--- src/rtl/rescale_row_scheduler.sv ---
// Plans line-buffer refills per output row, then scans columns to the bilinear interpolator.
// Optional LOAD watchdog enabled by defining RESCALE_SCHED_TIMEOUT_EN.
module rescale_row_scheduler #(
  parameter int unsigned IN_W    = 320,
  parameter int unsigned IN_H    = 240,
  parameter int unsigned FRAC    = 8,
  parameter int unsigned TIMEOUT = 2000000
) (
  input  logic            clock,
  input  logic            resetn,
  input  logic            start,
  input  logic [9:0]      cfg_out_w,
  input  logic [8:0]      cfg_out_h,
  input  logic [15:0]     cfg_x_step,
  input  logic [15:0]     cfg_y_step,
  output logic            skip,
  output logic [8:0]      row_to_wait,
  output logic            in_stream_ready,
  input  logic            buffer_done,
  output logic [10:0]     neighbor_offset,
  output logic [FRAC-1:0] frac_x,
  output logic [FRAC-1:0] frac_y,
  output logic            pix_valid,
  input  logic            pix_ready,
  output logic            row_last,
  output logic            busy,
  output logic            frame_done,
  output logic            timeout_err
);
  localparam int unsigned PW = 26;

  typedef enum logic [2:0] {S_IDLE, S_PLAN, S_LOAD, S_SCAN, S_ROW_END} state_t;

  state_t        state_q, state_d;
  logic [9:0]    out_w_q, out_w_d;
  logic [8:0]    out_h_q, out_h_d;
  logic [15:0]   x_step_q, x_step_d;
  logic [15:0]   y_step_q, y_step_d;
  logic [8:0]    oy_q, oy_d;
  logic [9:0]    ox_q, ox_d;
  logic [PW-1:0] ypos_q, ypos_d;
  logic [PW-1:0] xpos_q, xpos_d;
  logic [9:0]    nsr_q, nsr_d;
  logic [8:0]    top_row_q, top_row_d;
  logic          top_inv_q, top_inv_d;
  logic          skip_q, skip_d;
  logic [8:0]    wait_q, wait_d;
  logic          done_q, done_d;
  logic          err_set;
  logic          load_timeout;

  // Source row/column with clamping so the 2x2 neighbourhood never leaves the image.
  logic [PW-1:0]   r_raw, c_raw;
  logic            clamp_y, clamp_x;
  logic [8:0]      r;
  logic [9:0]      r_ext, top_ext;
  logic [10:0]     c;
  logic [FRAC-1:0] fy, fx;
  logic            last_col;

  assign r_raw    = ypos_q >> FRAC;
  assign c_raw    = xpos_q >> FRAC;
  assign clamp_y  = (r_raw >= PW'(IN_H - 1));
  assign clamp_x  = (c_raw >= PW'(IN_W - 1));
  assign r        = clamp_y ? 9'(IN_H - 2) : r_raw[8:0];
  assign fy       = clamp_y ? '1 : ypos_q[FRAC-1:0];
  assign c        = clamp_x ? 11'(IN_W - 2) : c_raw[10:0];
  assign fx       = clamp_x ? '1 : xpos_q[FRAC-1:0];
  assign r_ext    = {1'b0, r};
  assign top_ext  = {1'b0, top_row_q};
  assign last_col = (ox_q == out_w_q - 10'd1);

  always_comb begin
    state_d   = state_q;
    out_w_d   = out_w_q;
    out_h_d   = out_h_q;
    x_step_d  = x_step_q;
    y_step_d  = y_step_q;
    oy_d      = oy_q;
    ox_d      = ox_q;
    ypos_d    = ypos_q;
    xpos_d    = xpos_q;
    nsr_d     = nsr_q;
    top_row_d = top_row_q;
    top_inv_d = top_inv_q;
    skip_d    = skip_q;
    wait_d    = wait_q;
    done_d    = 1'b0;
    err_set   = 1'b0;
    unique case (state_q)
      S_IDLE: begin
        if (start) begin
          state_d   = S_PLAN;
          out_w_d   = cfg_out_w;
          out_h_d   = cfg_out_h;
          x_step_d  = cfg_x_step;
          y_step_d  = cfg_y_step;
          oy_d      = '0;
          ox_d      = '0;
          ypos_d    = '0;
          xpos_d    = '0;
          nsr_d     = '0;
          top_inv_d = 1'b1;
        end
      end
      S_PLAN: begin
        if (!top_inv_q && (r == top_row_q)) begin
          state_d = S_SCAN;
        end else if (!top_inv_q && (r_ext == top_ext + 10'd1) && (nsr_q == r_ext + 10'd1)) begin
          skip_d  = 1'b0;
          wait_d  = '0;
          state_d = S_LOAD;
        end else begin
          skip_d  = 1'b1;
          wait_d  = 9'(r_ext - nsr_q);
          state_d = S_LOAD;
        end
      end
      S_LOAD: begin
        if (buffer_done) begin
          top_row_d = r;
          top_inv_d = 1'b0;
          nsr_d     = r_ext + 10'd2;
          state_d   = S_SCAN;
        end else if (load_timeout) begin
          err_set = 1'b1;
          state_d = S_IDLE;
        end
      end
      S_SCAN: begin
        if (pix_ready) begin
          ox_d   = ox_q + 10'd1;
          xpos_d = xpos_q + PW'(x_step_q);
          if (last_col) state_d = S_ROW_END;
        end
      end
      S_ROW_END: begin
        ox_d   = '0;
        xpos_d = '0;
        oy_d   = oy_q + 9'd1;
        ypos_d = ypos_q + PW'(y_step_q);
        if (oy_q == out_h_q - 9'd1) begin
          state_d = S_IDLE;
          done_d  = 1'b1;
        end else begin
          state_d = S_PLAN;
        end
      end
      default: state_d = S_IDLE;
    endcase
  end

  always_ff @(posedge clock or negedge resetn) begin
    if (!resetn) begin
      state_q   <= S_IDLE;
      out_w_q   <= '0;
      out_h_q   <= '0;
      x_step_q  <= '0;
      y_step_q  <= '0;
      oy_q      <= '0;
      ox_q      <= '0;
      ypos_q    <= '0;
      xpos_q    <= '0;
      nsr_q     <= '0;
      top_row_q <= '0;
      top_inv_q <= 1'b1;
      skip_q    <= 1'b0;
      wait_q    <= '0;
      done_q    <= 1'b0;
    end else begin
      state_q   <= state_d;
      out_w_q   <= out_w_d;
      out_h_q   <= out_h_d;
      x_step_q  <= x_step_d;
      y_step_q  <= y_step_d;
      oy_q      <= oy_d;
      ox_q      <= ox_d;
      ypos_q    <= ypos_d;
      xpos_q    <= xpos_d;
      nsr_q     <= nsr_d;
      top_row_q <= top_row_d;
      top_inv_q <= top_inv_d;
      skip_q    <= skip_d;
      wait_q    <= wait_d;
      done_q    <= done_d;
    end
  end

`ifdef RESCALE_SCHED_TIMEOUT_EN
  localparam int unsigned CW = $clog2(TIMEOUT + 1);
  logic [CW-1:0] tmo_cnt_q;
  logic          tmo_err_q;

  assign load_timeout = (tmo_cnt_q == CW'(TIMEOUT - 1));

  // Counter restarts on every entry to LOAD; the error is cleared by the next accepted start.
  always_ff @(posedge clock or negedge resetn) begin
    if (!resetn) begin
      tmo_cnt_q <= '0;
      tmo_err_q <= 1'b0;
    end else begin
      tmo_cnt_q <= (state_q == S_LOAD) ? tmo_cnt_q + CW'(1) : '0;
      if (err_set)
        tmo_err_q <= 1'b1;
      else if ((state_q == S_IDLE) && start)
        tmo_err_q <= 1'b0;
    end
  end

  assign timeout_err = tmo_err_q;
`else
  logic unused_tmo;
  assign load_timeout = 1'b0;
  assign timeout_err  = 1'b0;
  assign unused_tmo   = err_set | (TIMEOUT == 0);
`endif

  assign skip            = skip_q;
  assign row_to_wait     = wait_q;
  assign in_stream_ready = (state_q == S_LOAD);
  assign pix_valid       = (state_q == S_SCAN);
  assign neighbor_offset = pix_valid ? c : '0;
  assign frac_x          = pix_valid ? fx : '0;
  assign frac_y          = pix_valid ? fy : '0;
  assign row_last        = pix_valid & last_col;
  assign busy            = (state_q != S_IDLE);
  assign frame_done      = done_q;

endmodule

--- config.mk ---
export PLATFORM = sky130hd
export DESIGN_NAME = rescale_row_scheduler
export DESIGN_NICKNAME = d
export VERILOG_FILES = /design/src/rtl/rescale_row_scheduler.sv
export SDC_FILE = /design/constraint.sdc
export NUM_CORES = 1
export LEC_CHECK = 0
export ABC_AREA = 1
export CAP_MARGIN = 20
export CORE_MARGIN = 2
export CORE_UTILIZATION = 63
export DETAILED_ROUTE_END_ITERATION = 8
export PLACE_DENSITY = 0.86
export SETUP_SLACK_MARGIN = 0.5
export SYNTH_ARGS = -nofsm -noshare
export SYNTH_HDL_FRONTEND = slang
export SYNTH_SLANG_ARGS = --single-unit
--- constraint.sdc ---
create_clock -name clock -period 4.8 [get_ports clock]
set_input_delay 0.96 -clock clock [delete_from_list [all_inputs] [get_ports clock]]
set_output_delay 0.96 -clock clock [all_outputs]
set_load 0.02 [all_outputs]
Word-level counts from Yosys, hierarchy flattened
Cells that the tools add are included.
- output and inout port bits: 43
- input port bits: 56
- register bits after elaboration: 156
- logic and storage cells: 90
- bitwise operators: 2
- order comparisons: 2
- muxes and demuxes: 32
- add/subtract/negate cells: 10
- equality and inequality tests: 13
- reduce and logical (&&, ||, !) cells: 16
- operators with widths (operator ; number):
    26-bit one-hot mux with 3 select lines ; 1
    26-bit by 16-bit adder with 26-bit output ; 2
    26-bit 2-to-1 mux ; 2
    26-bit one-hot mux with 2 select lines ; 1
    8-bit 2-to-1 mux ; 4
    10-bit 2-to-1 mux ; 3
    10-bit one-hot mux with 3 select lines ; 1
    9-bit 2-to-1 mux ; 3
    11-bit 2-to-1 mux ; 2
    9-bit by 1-bit adder with 10-bit output, second input constant ; 2
    10-bit == test ; 2
    10-bit one-hot mux with 2 select lines ; 1
    9-bit == test ; 2
    18-bit by 8-bit >= comparator with 1-bit output, second input constant ; 1
    18-bit by 9-bit >= comparator with 1-bit output, second input constant ; 1
    9-bit one-hot mux with 2 select lines ; 1
    3-bit one-hot mux with 5 select lines ; 1
    3-bit 2-to-1 mux ; 4
    10-bit by 1-bit adder with 10-bit output, second input constant ; 1
    9-bit by 2-bit adder with 10-bit output, second input constant ; 1
    9-bit by 10-bit == test with 1-bit output ; 1
    10-bit by 1-bit subtractor with 10-bit output, second input constant ; 1
    9-bit by 1-bit adder with 9-bit output, second input constant ; 1
    9-bit by 1-bit subtractor with 9-bit output, second input constant ; 1
    18 further kinds ; 35

Longest topological paths before layout
- depth after elaboration: 6
- mapped depth: 18
- depth with buffers taken out: 18

Least setup slack after synthesis
Ideal clock, no wire load.
- path kind: reg-to-output
- from: register out_w_q[0]
- to: output row_last
- data required time: 3840 ps
- path slack: 1796 ps
- arrival: 2044 ps
- cell stages (with the launch flop): 10
- cell sequence: dfrtp_1 clkinv_1 ha_1 xor2_1 nand3_1 nor3_1 nand3_1 nor4_1 nand3_1 nor3_1
- cells in the longest elaborated chain, start to end: 3
- ends and longest elaborated chain (what ; line ; text):
    start: declaration ; 35 ; logic [9:0] out_w_q, out_w_d;
    start signal: assignment ; 172 ; out_w_q <= out_w_d;
    10-bit by 1-bit subtractor with 10-bit output ; 71 ; assign last_col = (ox_q == out_w_q - 10'd1);
    10-bit == test ; 71 ;
    1-bit AND ; 225 ; assign row_last = pix_valid & last_col;
    end: declaration ; 25 ; output logic row_last,
No other way between the ends.

Final worst setup path
- from: register xpos_q[22]
- to: output frac_x[0]
- cells in the longest elaborated chain, start to end: 3
- ends and longest elaborated chain (what ; line ; text):
    start: declaration ; 42 ; logic [PW-1:0] xpos_q, xpos_d;
    start signal: assignment ; 179 ; xpos_q <= xpos_d;
    18-bit by 9-bit >= comparator with 1-bit output ; 64 ; assign clamp_x = (c_raw >= PW'(IN_W - 1));
    8-bit 2-to-1 mux ; 68 ; assign fx = clamp_x ? '1 : xpos_q[FRAC-1:0];
    8-bit 2-to-1 mux ; 223 ; assign frac_x = pix_valid ? fx : '0;
    end: declaration ; 21 ; output logic [FRAC-1:0] frac_x,
No other way between the ends.

==> run_results.csv <==
group,metric,value,unit
cells_and_area,final_area,11740,µm²
pwr,power.share.clock,16.3,%
worst_setup_path,cp.required,3.84,ns
worst_setup_path,critPathLaunch,"xpos_q[22]",
timing,tightest_slew,0.9955,ns
pwr,power_frac_seq,28.4,%
detailed_routing,drt-pass1-iter-count,5,
detailed_routing,routed_wl,25100,µm
floorplan,num_rows,46,
cells_and_area,finalNetCount,1573,
logic_synthesis,ys_ff_latch,156,
worst_setup_path,r2r_cells,16,
timing,rsz0062_at_grt,"no",
clock_network,cts_buffers,17,
clock_network,post_cts_buffers,0,
flow_run,max_cap_viol_count,0,
logic_synthesis,synth-warning-count,0,
worst_setup_path,critPathCapture,"frac_x[0]",
detailed_routing,antenna_left,0,
detailed_routing,post-route-drc-count,0,
timing,finalSetupViolCount,0,
clock_network,cts.sinks,156,
logic_synthesis,synth_async_sr_flop_share,100.0,%
timing,slew_headroom,33.64,%
worst_setup_path,critPathKind,"flop to primary output",
logic_synthesis,synthFlopType,"dfrtp_1",
timing,skew,0.006693,ns
pwr,combPwrFrac,55.4,%
worst_setup_path,rr_startpoint,"ypos_q[23]",
worst_setup_path,max_stage_delay,0.55,ns
detailed_routing,wl_per_cell,14.78,µm
timing,fmax,252.3,MHz
clock_network,clk_pin_slew,0.06,ns
worst_setup_path,cp-start-kind,"flop",
floorplan,die_w,130.4,µm
worst_setup_path,crit_arrival,3.00,ns
worst_setup_path,slowest_stage,"clkdlybuf4s50_1",
grt,grt_pass1_vias,8791,
timing,hold_viol_final,0,
grt,track_usage,30.77,%
grt,grt_pass1_wl,41230,µm
cells_and_area,diodes,0,
placement,place_area,11210,µm²
worst_setup_path,crit_fanout,15,
worst_setup_path,path_cells,"nor4_1, nand3_1, nor3_1, nand2_1, o21ai_0, inv_1, clkdlybuf4s50_1",
pwr,p_leak,6.025,nW
pwr,powerDensity,641.2,nW/µm²
timing,fin_setup_tns,0,ns
floorplan,initial_core_util,63.79,%
worst_setup_path,reg2reg_to,"row_to_wait[6]",
pwr,power_switching,3.533,mW
floorplan,core,15770,µm²
clock_network,clockBufferDepth,2,
clock_network,cts-root-buf,"clkbuf_16",
grt,antenna_found_initial,0,
detailed_routing,vias_per_cell,5.535,
placement,hpwl,18310,µm
status,status,"finished, final reports clean",
grt,grt_overflow,0,
logic_synthesis,yosysUniqueCellTypes,53,
worst_setup_path,cp-end-kind,"primary output",
logic_synthesis,syn_inst,1380,
detailed_routing,drtIter0Drc,772,
timing,drv_slew,0,
clock_network,cts.repair.resized,0,
clock_network,htree_levels,4,
pwr,p_sw_share,46.94,%
clock_network,clock_latency,0.43,ns
logic_synthesis,seq_area_frac_synth,38.82,%
hold_path,hp-class,"flop to flop",
logic_synthesis,synth-edff-count,0,
detailed_routing,num_vias,9398,
logic_synthesis,avgSynthCellArea,7.290,µm²
floorplan,dieArea,17000,µm²
worst_setup_path,r2r_slack,1.73,ns
placement,place.gp.congestion,0.9477,
clock_network,tritoncts,"yes",
cells_and_area,area_growth,16.68,%
grt,grt_max_degree,106,
pwr,intPower,3.993,mW
floorplan,pin_count,99,
cells_and_area,drive_above_1_share,4.993,%
timing,fin_crit_sh,82.58,%
floorplan,fp.dieH,130.4,µm
placement,port_buffers,95,
logic_synthesis,syn-cell-area,10060,µm²
clock_network,hold_buffers,0,
pwr,ir_drop,0.3374,mV
timing,layout_min_cycle_time,3.964,ns
-- worst max-delay path: cells and delay by family, from the launching register on --
| kind | cells | cell delay [ns] |
|---|---|---|
| buffers and inverters | 2 | 0.61 |
| AND/OR/NAND/NOR | 4 | 1.22 |
| AO/OA/AOI/OAI | 1 | 0.32 |
| flip-flops | 1 | 0.41 |
-- metrics by stage --
step / std cells / total power [mW] / worst slack [ns] / utilization, % / hold WS [ns]
finish: 1698 / 7.526 / 0.8361 / 74.43 / 0.4798
global route: 1698 / 8.167 / 0.6225 / 74.43 / 0.5019
CTS: 1698 / 7.506 / 0.8160 / 74.43 / 0.4837
detailed placement: 1667 / 6.254 / 1.111 / 71.10 / 0.4671
global placement: 1667 / 6.123 / 1.278 / 71.10 / 0.4618
floorplan: 1382 / 5.139 / 1.796 / - / 0.4483
-- routing by layer --
| metal | global-route usage [%] | routed length [µm] |
|---|---|---|
| met1 | 40.74 | 11110 |
| met2 | 50.48 | 11820 |
| met3 | 6.150 | 1485 |
| met4 | 11.45 | 680 |
| met5 | 0 | 0 |
-- flip-flops by register name (all words and copies together) (netlist names) --
register,cells
y_step_q,16
row_to_wait,9
xpos_q,26
skip,1
out_w_q,10
x_step_q,16
top_row_q,9
nsr_q,10
frame_done,1
out_h_q,9
top_inv_q,1
ypos_q,26
state_q,3
ox_q,10
oy_q,9
-- kinds of logic after synthesis --
kind of cell / after synthesis / share of synthesized area [%]
compound gates: 239 / 12.92
xor+xnor: 57 / 4.963
fa+ha+maj: 47 / 6.070
buf+inv: 206 / 8.022
flops: 156 / 38.82
other cells: 1 / 0.03728
simple gates: 674 / 29.17
-- final cells by class --
type | count | area [µm²]
Inverter | 172 | 645.6
Tap cell | 216 | 270.3
Sequential cell | 156 | 3905
Clock inverter | 6 | 38.79
Clock buffer | 25 | 485.5
Multi-Input combinational cell | 1020 | 5368
Fill cell | 1294 | 4033
Timing Repair Buffer | 103 | 1025
-- power groups by stage --
stage	Clock, mW	Sequential, mW	Combinational, mW
after floorplan	0	2.08	3.06
final	1.22	2.13	4.17
after CTS	1.23	2.13	4.15
after detailed placement	0	2.14	4.12
after global routing	1.29	2.18	4.70
after global placement	0	2.13	4.00
-- worst min path at each step --
stage | endpoint | cells past startpoint | start | slack [ns]
2_1_floorplan | x_step_q[0] | 2 | x_step_q[0] | 0.45
3_3_place_gp | row_to_wait[4] | 2 | row_to_wait[4] | 0.46
3_5_place_dp | row_to_wait[2] | 2 | row_to_wait[2] | 0.47
4_1_cts | row_to_wait[2] | 2 | row_to_wait[2] | 0.48
5_1_grt | row_to_wait[4] | 2 | row_to_wait[4] | 0.50
6_report | row_to_wait[2] | 2 | row_to_wait[2] | 0.48
-- Yosys cell counts (6+ instances only) --
master	n	area [µm²]
nor2_1	101	379.1
nand3_1	65	325.3
nor3_1	26	130.1
nor2_2	6	37.54
ha_1	44	550.5
o21ai_0	116	580.6
dfrtp_1	155	3879
a21oi_1	74	370.4
inv_1	163	611.8
xnor2_1	22	192.7
a21o_1	6	45.04
nor4_1	7	43.79
clkbuf_1	24	90.09
nand4_1	27	168.9
nand2_1	413	1550
o22ai_1	13	81.33
xor2_1	35	306.5
-- cells in the final DEF, fill, tap and decap left out, types with 35 or more instances in the layout --
cell type        netlist  routed
nand3_1               65      65
nor2_1               101     100
o21ai_0              116     116
nand2_1              413     413
xor2_1                35      35
clkdlybuf4s50_1        0      94
inv_1                163     163
a21oi_1               74      74
dfrtp_1              155     155
ha_1                  44      44
No activity file was read; power rests on OpenSTA's default activity.
